==> src/rtl/seq_mul_radix_pkg.sv <==
// rtl/seq_mul_radix_pkg.sv - shared types and sizing helpers for the radix-2^R sequential multiplier
package mul_pkg;

  typedef enum logic [1:0] {
    IDLE = 2'd0,
    RUN  = 2'd1,
    DONE = 2'd2
  } state_t;

  function automatic int cycles(input int n, input int r);
    return n / r;
  endfunction

  // One guard bit above N+R keeps the sum of accumulator and partial product exact
  function automatic int acc_width(input int n, input int r);
    return n + r + 1;
  endfunction

endpackage

==> src/rtl/seq_mul_radix_digit_pp.sv <==
// rtl/seq_mul_radix_digit_pp.sv - R-bit digit times N-bit multiplicand partial product
module mul_digit_pp
  import mul_pkg::*;
#(
  parameter int N = 8,
  parameter int R = 2
) (
  input  logic [N-1:0]        a,
  input  logic [R-1:0]        d,
  input  logic                signed_mode,
  input  logic                last_digit,
  output logic signed [N+R:0] pp
);

  localparam int W = acc_width(N, R);

  logic signed [W-1:0] a_ext;
  logic signed [W-1:0] d_ext;

  // Only the most significant digit of a signed multiplier carries negative weight
  assign a_ext = {{(R + 1){signed_mode & a[N-1]}}, a};
  assign d_ext = {{(W - R){signed_mode & last_digit & d[R-1]}}, d};
  assign pp    = a_ext * d_ext;

endmodule

==> src/rtl/seq_mul_radix.sv <==
// rtl/seq_mul_radix.sv - handshaked right-shift multiplier retiring R multiplier bits per clock
module seq_mul_radix
  import mul_pkg::*;
#(
  parameter int N = 8,
  parameter int R = 2
) (
  input  logic           clk,
  input  logic           rst_n,
  input  logic           in_valid,
  output logic           in_ready,
  input  logic [N-1:0]   a,
  input  logic [N-1:0]   x,
  input  logic           signed_mode,
  output logic           out_valid,
  input  logic           out_ready,
  output logic [2*N-1:0] result,
  output logic           busy
);

  localparam int CYC = cycles(N, R);
  localparam int W   = acc_width(N, R);
  localparam int CW  = $clog2(CYC + 1);

  if (N < 2 || R < 1 || R > N || (N % R) != 0) begin : g_bad_params
    $error("seq_mul_radix: N must be >= 2 and R must divide N with 1 <= R <= N");
  end

  state_t              state;
  logic [N-1:0]        a_reg;
  logic [N-1:0]        x_reg;
  logic [N-1:0]        lo;
  logic                sm_reg;
  logic [CW-1:0]       cnt;
  logic signed [W-1:0] acc;
  logic signed [W-1:0] pp;
  logic signed [W-1:0] acc_sum;
  logic [N+R-1:0]      lo_cat;
  logic                last;
  logic                accept;

  assign last     = (cnt == CW'(CYC - 1));
  assign in_ready = (state == IDLE) || (state == DONE && out_ready);
  assign accept   = in_valid && in_ready;

  mul_digit_pp #(.N(N), .R(R)) u_pp (
    .a          (a_reg),
    .d          (x_reg[R-1:0]),
    .signed_mode(sm_reg),
    .last_digit (last),
    .pp         (pp)
  );

  // Bits leaving the bottom of the accumulator feed the low product half from the top
  assign acc_sum = acc + pp;
  assign lo_cat  = {acc_sum[R-1:0], lo};

  always_ff @(posedge clk or negedge rst_n) begin
    if (!rst_n) begin
      state  <= IDLE;
      a_reg  <= '0;
      x_reg  <= '0;
      lo     <= '0;
      sm_reg <= 1'b0;
      cnt    <= '0;
      acc    <= '0;
    end else begin
      case (state)
        IDLE, DONE: begin
          if (accept) begin
            a_reg  <= a;
            x_reg  <= x;
            sm_reg <= signed_mode;
            acc    <= '0;
            lo     <= '0;
            cnt    <= '0;
            state  <= RUN;
          end else if (state == DONE && out_ready) begin
            state <= IDLE;
          end
        end
        RUN: begin
          acc   <= acc_sum >>> R;
          lo    <= lo_cat[N+R-1:R];
          x_reg <= x_reg >> R;
          cnt   <= cnt + CW'(1);
          if (last) state <= DONE;
        end
        default: state <= IDLE;
      endcase
    end
  end

  assign out_valid = (state == DONE);
  assign busy      = (state != IDLE);
  assign result    = {acc[N-1:0], lo};

endmodule

==> config.mk <==
export PLATFORM = sky130hd
export DESIGN_NAME = seq_mul_radix
export DESIGN_NICKNAME = d
export VERILOG_FILES = /design/src/rtl/seq_mul_radix_pkg.sv /design/src/rtl/seq_mul_radix_digit_pp.sv /design/src/rtl/seq_mul_radix.sv
export SDC_FILE = /design/constraint.sdc
export NUM_CORES = 1
export LEC_CHECK = 0
export CORE_MARGIN = 2
export CORE_UTILIZATION = 55
export DETAILED_ROUTE_END_ITERATION = 6
export GPL_TIMING_DRIVEN = 0
export PLACE_DENSITY_LB_ADDON = 0.2
export SLEW_MARGIN = 40
export SYNTH_ARGS = -nofsm -noshare
export SYNTH_HDL_FRONTEND = slang
export SYNTH_HIERARCHICAL = 1
export SYNTH_SLANG_ARGS = --single-unit
export TNS_END_PERCENT = 1
==> constraint.sdc <==
create_clock -name clk -period 5.6 [get_ports clk]
set_input_delay 1.12 -clock clk [delete_from_list [all_inputs] [get_ports clk]]
set_output_delay 1.12 -clock clk [all_outputs]
set_load 0.05 [all_outputs]
==> summary.md, run 1 <==
| Metric | Value |
|---|---|
| Run status | `finished clean` |
| Antenna violations before repair | `0` |
| CTS tree | `yes` |
| Peak supply drop | `between 0.4 and 0.5 mV` |
| Most common flop cell mapped by yosys | `dfrtp_1` |
| Diodes inserted | `0` |
| GRT Overall Usage | `0.219` |
| Synth cell types | `between 40 and 50` |
| Initial cell density of the core | `0.566` |
| RSZ-0062 raised after global routing | `no` |
| PortBufs | `39` |
| Peak Freq | `roughly 200 MHz` |
| Synth-to-layout area growth | `19.7%` |
| # Post-CTS Setup Buffers | `0` |
| Gr ovfl total | `0` |
| Fin nets | `396` |
| Worst Setup Start Kind | `flop` |
| Setup TNS | `0 ns` |
| Pwr Density | `562 nW/µm²` |
| Synthesized flop and latch total | `39` |
| DR iter-0 viols | `96` |
| Synth area leader | `dfrtp_1` |
| Crit-path max FO | `9` |
| Die width | `76.0 µm` |
| Max-cap viol count | `0` |
| Worst path required time | `5.78 ns` |
| Overall power | `1.92 mW` |
| Tmin final | `just under 5 ns` |
| Sequential Power Share | `0.269` |
| Die area | `5780 µm²` |
| Gpl congestion | `roughly 0.92` |
| Crit path from | `cnt[0]$_DFFE_PN0P_` |
| Asr flop ratio synth | `1.00` |
| Hold path startpoint | `cnt[2]$_DFFE_PN0P_` |
| First-pass GRT wire length | `10200 µm` |
| Clock latency reported for the late side of the worst-skew pair | `0.30 ns` |
| P_sw | `between 0.9 and 1 mW` |
| Slew headroom | `0.504` |
| Layout cells sized above 1 | `0.109` |
| Hold_buf cts | `0` |
| # setup viols final | `0` |
| Max Slew Vio Count | `0` |
| Slew @ Worst Pin | `0.740 ns` |
| Yosys top cell area share | `0.342` |
| Final worst-path setup slack | `0.723 ns` |
| Post-synth EDFFs | `0` |
| Cells after Synth | `between 200 and 300` |
| Clk slew on worst S/H paths | `0.08 ns` |
| TritonRoute pass-1 iters | `4` |
| Leakage power | `1.67 nW` |
| Pin count of the biggest net entering global routing | `40` |
| CORE AREA | `slightly above 5000 µm²` |
| Synth Warn # | `6` |
| Post-CTS sizing | `0` |
| Top reg by flops | `acc` |
| Cell row count | `26` |
| Num CTS Buffers | `5` |
| Detailed-route wire length | `5870 µm` |
| Int Pwr | `0.983 mW` |
| Synth Area per Inst | `9.80 µm²` |
| Worst EP arrival | `5.06 ns` |
| Clock sinks | `39` |
| Synthesized area | `2850 µm²` |
| Remaining DRCs | `0` |
| IO Count | `40` |
| Clk Tree Root Cell | `clkbuf_8` |
| Clk buf depth | `2` |
| Die H | `76.0 µm` |
| Setup WS pre-CTS | `about 0.74 ns` |
| Synth Net Count | `350` |
| Hpwl dp | `4480 µm` |
| Final hold vios | `0` |
| Logic pwr share | `0.629` |
| Final ANT Viol Nets | `0` |
| Detailed-route via count | `2214` |
| Final worst path period share | `0.871` |
| Seq/Total Area, Yosys | `0.342` |
| Sw Ratio | `0.488` |
| Reg2Reg Launch Point | `cnt[0]$_DFFE_PN0P_` |
| H-tree Lvls | `2` |
| WL/cell | `14.4 µm` |
| Crit Path Category | `flop to flop` |
| Largest register FFs | `9` |
| Layout Skew | `approximately 0.0047 ns` |
| Vias in the first global route | `around 2.2k` |
| Top post-synthesis cells by area | `dfrtp_1 34%, ha_1 12%, fa_1 7.7%` |
| Vias/cell | `5.43` |
| CP endpoint kind | `flop` |
| Hold WC Path Type | `flop to flop` |
| Clock share of power | `0.102` |
| Flop2flop setup slack | `0.72 ns` |
-- per-layer routing --
layer  wire length [µm]  up-vias  track usage  share of wire
met4                 94        0       0.0691          0.016
met5                  0        -            0              0
met2               2790       60        0.349           0.48
met1               2740     1044        0.310           0.47
met3                246        8       0.0355          0.042
li1                   -     1102            -              -
-- power groups by stage --
stage / Sequential [mW] / Clock [mW] / Combinational, mW
2_1_floorplan: 0.579 / 0 / 0.817
3_3_place_gp: 0.515 / 0 / 1.18
3_5_place_dp: 0.519 / 0 / 1.20
4_1_cts: 0.516 / 0.198 / 1.21
5_1_grt: 0.537 / 0.213 / 1.33
6_report: 0.517 / 0.195 / 1.21
-- worst max-delay path: stages (launching register included) --
cell and delay, ns:
dfrtp_1 0.39, ha_1 0.18, ha_1 0.25, nand3_1 0.30, or2_1 0.34, fa_1 0.53
inv_1 0.04, ha_1 0.28, ha_1 0.23, fa_1 0.41, a21o_1 0.20, a21oi_1 0.23
nand3b_1 0.14, nand3_1 0.08, ha_1 0.37, a21oi_1 0.18, o21ai_0 0.12, a21oi_2 0.18
mux2i_1 0.21, o211ai_1 0.11
-- cell type report --
| class | instances | area [µm²] |
|---|---|---|
| clock buffers | 6 | 72.6 |
| inverters | 21 | 78.8 |
| clock inverters | 2 | 12.5 |
| well taps | 70 | 87.6 |
| flip-flops and latches | 39 | 976 |
| repair buffers | 39 | 388 |
| multi-input cells | 214 | 1690 |
| fillers | 429 | 1630 |
| plain buffers | 17 | 106 |
-- synthesized netlist by cell type (all sizes together) (2+ instances only) --
library cell,number
a21oi,19
o21a,2
xor2,4
nand4,3
and2,7
or3,2
a22o,12
nor3,2
nor2b,3
inv,21
clkbuf,3
or2,6
a31oi,2
mux2i,8
buf,14
o211ai,3
dfrtp,39
ha,27
nand2,31
mux2,9
nand3,9
o21ai,19
a21o,4
and3,4
xnor2,11
fa,11
nor2,6
-- through the flow --
step | hold WS [ns] | instances | instance area, µm² | util
floorplan | 0.450 | 291 | 2850 | -
detailed placement | 0.477 | 400 | 3330 | 0.660
finish | 0.486 | 408 | 3410 | 0.677
global placement | 0.465 | 400 | 3330 | 0.660
CTS | 0.492 | 408 | 3410 | 0.677
global route | 0.518 | 408 | 3410 | 0.677
-- path summary, 6_finish.rpt --
check | end | cells after the start
setup / recovery | acc[9]$_DFFE_PN0P_ | 19
hold / removal | cnt[2]$_DFFE_PN0P_ | 2
setup reg to reg | acc[9]$_DFFE_PN0P_ | 19
hold reg to reg | cnt[2]$_DFFE_PN0P_ | 2
max in group asynchronous | x_reg[3]$_DFFE_PN0P_ | 1
min in group asynchronous | acc[9]$_DFFE_PN0P_ | 1
-- kinds of logic after synthesis --
family / after synthesis / share of synthesized area
and+or+nand+nor: 77 / 0.134
AOI/OAI and AO/OA: 67 / 0.154
DFF: 39 / 0.342
buffers and inverters: 38 / 0.0649
adders and majority gates: 38 / 0.196
muxes: 17 / 0.0636
xor gates and xnor gates: 15 / 0.0461
-- layout by cell type (no fill, tap or decap), drive strengths merged, types with 7 or more instances in the layout --
cell type,Yosys,layout
dfrtp,39,39
clkdlybuf4s50,0,38
nand2,31,31
ha,27,27
inv,21,21
a21oi,19,19
o21ai,19,19
buf,14,15
a22o,12,12
xnor2,11,11
fa,11,11
nand3,9,9
mux2,9,9
clkbuf,3,9
mux2i,8,8
and2,7,7
Note: power is estimated with default switching activity, not from simulation.
==> run 2: changes to the inputs <==
ABC_AREA = 1   (was not set)
CORE_UTILIZATION = 56   (was 55)
==> run 2 against run 1 <==
Hold slack improved by 0.0050 ns. Cell count increased by 31%. Maximum frequency increased by 15%. Synthesized cell count increased by 42%. Worst setup slack improved by 0.64 ns. Clock-buffer cell count decreased by 1. Critical path depth increased by 1. Core utilization decreased by 0.26 points. Global-route usage about the same. Highest routed layer unchanged.
==> summary.md, run 2 <==
| Metric | Value |
|---|---|
| IO Count | `40 (unchanged)` |
| Peak Freq | `236 MHz (was 205 MHz)` |
| Largest register FFs | `9 (unchanged)` |
| Vias in the first global route | `2462 (was 2173)` |
| Post-CTS sizing | `0 (unchanged)` |
| Synth Warn # | `6 (unchanged)` |
| DR iter-0 viols | `69 (was 96)` |
| Tmin final | `4.23 ns (was 4.88 ns)` |
| GRT Overall Usage | `0.220 (was 0.219)` |
| Diodes inserted | `0 (unchanged)` |
| Worst path required time | `5.78 ns (about the same)` |
| Slew headroom | `0.663 (was 0.504)` |
| Antenna violations before repair | `0 (unchanged)` |
| Max incr delay on CP | `0.53 ns (about the same)` |
| TritonRoute pass-1 iters | `4 (unchanged)` |
| Synthesized area | `3100 µm² (was 2850 µm²)` |
| Clk slew on worst S/H paths | `0.08 ns (about the same)` |
| Hold_buf cts | `0 (unchanged)` |
| Gpl congestion | `0.890 (was 0.922)` |
| CP endpoint kind | `flop (unchanged)` |
| Synth top cells by count | `143 x nand2_1, 60 x inv_1, 39 x dfrtp_1 (was 39 x dfrtp_1, 31 x nand2_1, 27 x ha_1)` |
| # Post-CTS Setup Buffers | `0 (unchanged)` |
| Final hold vios | `0 (unchanged)` |
| Max-cap viol count | `0 (unchanged)` |
| Synth Net Count | `473 (was 350)` |
| Cell row count | `27 (was 26)` |
| Final worst path period share | `0.756 (was 0.871)` |
| Initial cell density of the core | `0.570 (was 0.566)` |
| CTS tree | `yes (unchanged)` |
| Synth-to-layout area growth | `18.3% (was 19.7%)` |
| Top reg by flops | `acc (unchanged)` |
| Clock sinks | `39 (unchanged)` |
| Clk buf depth | `2 (unchanged)` |
| Most common flop cell mapped by yosys | `dfrtp_1 (unchanged)` |
| Clk Tree Root Cell | `clkbuf_8 (unchanged)` |
| First-pass GRT wire length | `10800 µm (was 10200 µm)` |
| Worst EP arrival | `4.41 ns (was 5.06 ns)` |
| Layout cells sized above 1 | `0.108 (was 0.109)` |
| Crit-path max FO | `9 (unchanged)` |
| Asr flop ratio synth | `1.00 (unchanged)` |
| Worst Setup Start Kind | `flop (unchanged)` |
| Most numerous cell on the critical path | `ha_1 (unchanged)` |
| RSZ-0062 raised after global routing | `no (unchanged)` |
| CORE AREA | `5440 µm² (was 5040 µm²)` |
| Hpwl dp | `4880 µm (was 4480 µm)` |
| Synth area leader | `dfrtp_1 (unchanged)` |
| Top-count cell post-synth | `nand2_1 (was dfrtp_1)` |
| Detailed-route wire length | `6170 µm (was 5870 µm)` |
| H-tree Lvls | `2 (unchanged)` |
| Hold WC Path Type | `flop to flop (unchanged)` |
| PortBufs | `39 (unchanged)` |
| Fin nets | `519 (was 396)` |
| Die area | `6150 µm² (was 5780 µm²)` |
| WL/cell | `11.6 µm (was 14.4 µm)` |
| Synth cell types | `35 (was 44)` |
| Detailed-route via count | `2615 (was 2214)` |
| Layout Skew | `0.00651 ns (was 0.00468 ns)` |
| Seq/Total Area, Yosys | `0.315 (was 0.342)` |
| Setup TNS | `0 ns (unchanged)` |
| Remaining DRCs | `0 (unchanged)` |
| Post-synth EDFFs | `0 (unchanged)` |
| Slowest-stage cell, CP | `fa_1 (unchanged)` |
| Cells after Synth | `414 (was 291)` |
| Run status | `finished clean (unchanged)` |
| Yosys top cell area share | `0.315 (was 0.342)` |
| Final ANT Viol Nets | `0 (unchanged)` |
| Commonest cells after routing, fill and taps aside | `143 x nand2_1, 60 x inv_1, 39 x dfrtp_1, 38 x clkdlybuf4s50_1 (was 39 x dfrtp_1, 38 x clkdlybuf4s50_1, 31 x nand2_1, 27 x ha_1, 19 x inv_1)` |
| Top post-synthesis cells by area | `dfrtp_1 31%, nand2_1 17%, ha_1 11% (was dfrtp_1 34%, ha_1 12%, fa_1 7.7%)` |
| Synthesized flop and latch total | `39 (unchanged)` |
| Num CTS Buffers | `5 (unchanged)` |
| Crit Path Category | `flop to flop (unchanged)` |
| Synth Area per Inst | `7.49 µm² (was 9.80 µm²)` |
| Die H | `78.4 µm (was 76.0 µm)` |
| Vias/cell | `4.91 (was 5.43)` |
| Clock latency reported for the late side of the worst-skew pair | `0.29 ns (was 0.30 ns)` |
| Slew @ Worst Pin | `0.504 ns (was 0.740 ns)` |
| # setup viols final | `0 (unchanged)` |
| Most common cell after layout, fill and taps aside | `nand2_1 (was dfrtp_1)` |
| Max Slew Vio Count | `0 (unchanged)` |
| Gr ovfl total | `0 (unchanged)` |
| Die width | `78.4 µm (was 76.0 µm)` |
| Cells along the critical path | `ha_1 -> ha_1 -> nand2_2 -> or2_2 -> fa_1 -> inv_1 -> ha_1 -> ha_1 -> fa_1 -> nand3_1 -> nand2_1 -> xor2_1 -> ha_1 -> nand2_1 -> nor2_1 -> nand3_1 -> nand3_1 -> nand2_1 -> nand3_1 -> nand2_1 (was ha_1 -> ha_1 -> nand3_1 -> or2_1 -> fa_1 -> inv_1 -> ha_1 -> ha_1 -> fa_1 -> a21o_1 -> a21oi_1 -> nand3b_1 -> nand3_1 -> ha_1 -> a21oi_1 -> o21ai_0 -> a21oi_2 -> mux2i_1 -> o211ai_1)` |
| Pin count of the biggest net entering global routing | `40 (unchanged)` |
## run 2: logic make-up (layout without fill, tap and decap cells)
logic type,after synthesis,in the layout,share of synthesized area
AOI/OAI and AO/OA,32,32,0.0618
xor gates and xnor gates,6,6,0.0170
adders and majority gates,38,38,0.180
buffers and inverters,81,128,0.122
DFF,39,39,0.315
and+or+nand+nor,218,218,0.304
## run 2: final timing paths
check,to,slack (ns),startpoint,cells past startpoint
max in group asynchronous,state[0]$_DFFE_PN0P_,4.46,rst_n,1
min in group asynchronous,acc[6]$_DFFE_PN0P_,0.79,rst_n,1
setup / recovery,acc[9]$_DFFE_PN0P_,1.37,cnt[0]$_DFFE_PN0P_,20
setup reg to reg,acc[9]$_DFFE_PN0P_,1.37,cnt[0]$_DFFE_PN0P_,20
hold / removal,cnt[0]$_DFFE_PN0P_,0.49,cnt[0]$_DFFE_PN0P_,1
hold reg to reg,cnt[0]$_DFFE_PN0P_,0.49,cnt[0]$_DFFE_PN0P_,1
## run 2: routing by layer
| metal | part of all wire | GRT usage |
|---|---|---|
| met5 | 0 | 0 |
| met4 | 0.0092 | 0.0579 |
| met3 | 0.041 | 0.0310 |
| met2 | 0.47 | 0.376 |
| met1 | 0.48 | 0.294 |
## run 2: critical path: cells and delay by family, from the launching register on
kind / cells / cell delay (ns)
simple gates: 11 / 1.30
flops: 1 / 0.39
xor+xnor: 1 / 0.15
fa+ha+maj: 7 / 2.25
buf+inv: 1 / 0.05
## run 2: layout make-up
cell class	count	area, µm²
well taps	72	90.1
flip-flops and latches	39	976
clock buffers	5	68.8
repair buffers	39	388
fillers	477	1770
clock inverters	3	20.0
inverters	63	238
multi-input cells	294	1750
plain buffers	18	140
## run 2: stage by stage
step / cells / hold slack, ns / util / instance area (µm²) / setup WS [ns]
finish: 533 / 0.491 / 0.674 / 3670 / 1.37
global placement: 525 / 0.460 / 0.658 / 3580 / 1.42
global route: 533 / 0.513 / 0.674 / 3670 / 0.931
floorplan: 414 / 0.446 / - / 3100 / 1.76
detailed placement: 525 / 0.480 / 0.658 / 3580 / 1.36
CTS: 533 / 0.493 / 0.674 / 3670 / 1.34
Power of run 2 is left out: the tool's default activity adds up to more than one toggle a clock period on the data nets, which glitch-free logic cannot reach.
==> run 3: changes to the inputs <==
CORE_UTILIZATION = 51   (was 56)
clock period = 3.5 ns   (was 5.6 ns; I/O delays follow)
==> run 3 against run 2 <==
First-iteration DRC count decreased by 10%. The run now ends with setup timing left. Critical path depth unchanged. Clock skew rose by 0.0021 ns. Non-clock buffer count is 10 higher. Cell count up 2.4%. Critical endpoint unchanged. Routed wire length is 16% higher. Core utilization grew 1.7 points. Cell area up 11%. Highest routed layer unchanged. Maximum frequency grew 13%.
==> summary.md, run 3 (synthesized netlist as in run 2, its figures left out) <==
| Metric | Value |
|---|---|
| Run status | `finished, violations left (was finished clean)` |
| Violated checks | `setup timing` |
| Diodes inserted | `0 (unchanged)` |
| Fill cell count | `475 (was 477)` |
| Vias in the first global route | `2787 (was 2462)` |
| Hold_buf cts | `0 (unchanged)` |
| Slew @ Worst Pin | `0.507 ns (was 0.504 ns)` |
| Hold WC Path Type | `primary input to asynchronous set/reset pin (was flop to flop)` |
| Pin count of the biggest net entering global routing | `40 (unchanged)` |
| Commonest cells after routing, fill and taps aside | `134 x nand2_1, 57 x inv_1, 39 x dfrtp_1, 38 x clkdlybuf4s50_1, 24 x nor2_1 (was 143 x nand2_1, 60 x inv_1, 39 x dfrtp_1, 38 x clkdlybuf4s50_1)` |
| Worst Setup Start Kind | `flop (unchanged)` |
| Clk slew on worst S/H paths | `0.09 ns (was 0.08 ns)` |
| WL/cell | `13.1 µm (was 11.6 µm)` |
| Antenna violations before repair | `0 (unchanged)` |
| Peak Freq | `266 MHz (was 236 MHz)` |
| Layout Skew | `0.00860 ns (was 0.00651 ns)` |
| Crit Path Category | `flop to flop (unchanged)` |
| TritonRoute pass-1 iters | `4 (unchanged)` |
| Top reg by flops | `acc (unchanged)` |
| Crit-path max FO | `6 (was 9)` |
| Most common cell after layout, fill and taps aside | `nand2_1 (unchanged)` |
| Clk Tree Root Cell | `clkbuf_8 (unchanged)` |
| Worst EP arrival | `3.96 ns (was 4.41 ns)` |
| Worst path required time | `3.70 ns (was 5.78 ns)` |
| Vias/cell | `5.04 (was 4.91)` |
| Detailed-route via count | `2751 (was 2615)` |
| Gpl congestion | `0.845 (was 0.890)` |
| Finished Cell Area | `4070 µm² (was 3670 µm²)` |
| Largest register FFs | `9 (unchanged)` |
| GRT Overall Usage | `0.234 (was 0.220)` |
| Die width | `82.0 µm (was 78.4 µm)` |
| PortBufs | `39 (unchanged)` |
| Hpwl dp | `4840 µm (was 4880 µm)` |
| Remaining DRCs | `0 (unchanged)` |
| IO Count | `40 (unchanged)` |
| H-tree Lvls | `2 (unchanged)` |
| Synth-to-layout area growth | `31.2% (was 18.3%)` |
| Slew headroom | `0.662 (was 0.663)` |
| Clock latency reported for the late side of the worst-skew pair | `0.30 ns (was 0.29 ns)` |
| Max-cap viol count | `0 (unchanged)` |
| Final hold vios | `0 (unchanged)` |
| RSZ-0062 raised after global routing | `yes (was no)` |
| Final worst path period share | `1.07 (was 0.756)` |
| Num CTS Buffers | `5 (unchanged)` |
| Clk buf depth | `2 (unchanged)` |
| Cell row count | `28 (was 27)` |
| Gr ovfl total | `0 (unchanged)` |
| Register Area | `976 µm² (unchanged)` |
| # setup viols final | `5 (was 0)` |
| Initial cell density of the core | `0.527 (was 0.570)` |
| CTS tree | `yes (unchanged)` |
| CORE AREA | `5890 µm² (was 5440 µm²)` |
| Final worst-path setup slack | `-0.258 ns (was 1.37 ns)` |
| DR iter-0 viols | `62 (was 69)` |
| Max Slew Vio Count | `0 (unchanged)` |
| Post-DP Area | `3660 µm² (was 3580 µm²)` |
| Tmin final | `3.76 ns (was 4.23 ns)` |
| Clock sinks | `39 (unchanged)` |
| Area of the multi-input gates | `2020 µm² (was 1750 µm²)` |
| CP endpoint kind | `flop (unchanged)` |
| Layout cells sized above 1 | `0.210 (was 0.108)` |
| First-pass GRT wire length | `12100 µm (was 10800 µm)` |
| Final ANT Viol Nets | `0 (unchanged)` |
| Detailed-route wire length | `7160 µm (was 6170 µm)` |
| Die area | `6720 µm² (was 6150 µm²)` |
| Fin nets | `529 (was 519)` |
| Die H | `82.0 µm (was 78.4 µm)` |
-- run 3: timing repair --
item,CTS,global route
pin swaps,16,16
setup buffers,7,3
endpoints found under the setup margin,7,7
hold endpoints to repair,0,0
resized for setup,25,12
-- run 3: stage by stage --
stage / TNS, ns / util / hold WS, ns / setup slack (ns) / std cells
floorplan: -0.239 / - / 0.404 / -0.0954 / 414
global placement: -1.91 / 0.623 / 0.470 / -0.419 / 528
detailed placement: -2.11 / 0.622 / 0.473 / -0.472 / 528
CTS: -0.910 / 0.678 / 0.392 / -0.248 / 543
global route: -2.01 / 0.691 / 0.424 / -0.440 / 546
finish: -0.949 / 0.691 / 0.360 / -0.258 / 546
-- run 3: layout make-up --
| type | count | share of cell area |
|---|---|---|
| buffer | 18 | 0.0354 |
| clock buffer | 6 | 0.0178 |
| clock inverter | 2 | 0.0148 |
| inverter | 63 | 0.0584 |
| multi-input combinational | 294 | 0.497 |
| sequential | 39 | 0.240 |
| tap | 75 | 0.0231 |
| timing repair buffer | 49 | 0.113 |
-- run 3: per-layer routing --
metal | vias up | share of wire | GRT usage
met2 | 56 | 0.51 | 0.435
li1 | 1388 | - | -
met1 | 1293 | 0.44 | 0.278
met4 | 0 | 0.021 | 0.0700
met5 | - | 0 | 0
met3 | 14 | 0.032 | 0.0330
-- run 3: path summary, 6_finish.rpt --
path / slack (ns) / from / to / depth (start not counted)
min reg2reg: 0.49 / lo[0]$_DFFE_PN0P_ / lo[0]$_DFFE_PN0P_ / 2
max in group asynchronous: 2.78 / rst_n / a_reg[2]$_DFFE_PN0P_ / 1
min in group clk: 0.49 / lo[0]$_DFFE_PN0P_ / lo[0]$_DFFE_PN0P_ / 2
max reg2reg: -0.26 / cnt[1]$_DFFE_PN0P_ / acc[9]$_DFFE_PN0P_ / 20
max: -0.26 / cnt[1]$_DFFE_PN0P_ / acc[9]$_DFFE_PN0P_ / 20
min: 0.36 / rst_n / acc[6]$_DFFE_PN0P_ / 1
-- run 3: worst max-delay path: stages (launching register included) --
cell and delay (ns):
dfrtp_1 0.40, ha_4 0.16, ha_4 0.17, nand2_8 0.07, or2_4 0.23, fa_1 0.55
fa_2 0.21, inv_2 0.04, ha_4 0.15, fa_2 0.37, nand3_2 0.08, nand2_2 0.05
xor2_1 0.16, ha_1 0.38, nand2_2 0.13, nor2_4 0.14, nand3_2 0.11, nand3_2 0.09
nand2_2 0.04, nand3_1 0.05, nand2_1 0.05
Power of run 3 is left out for the same reason.
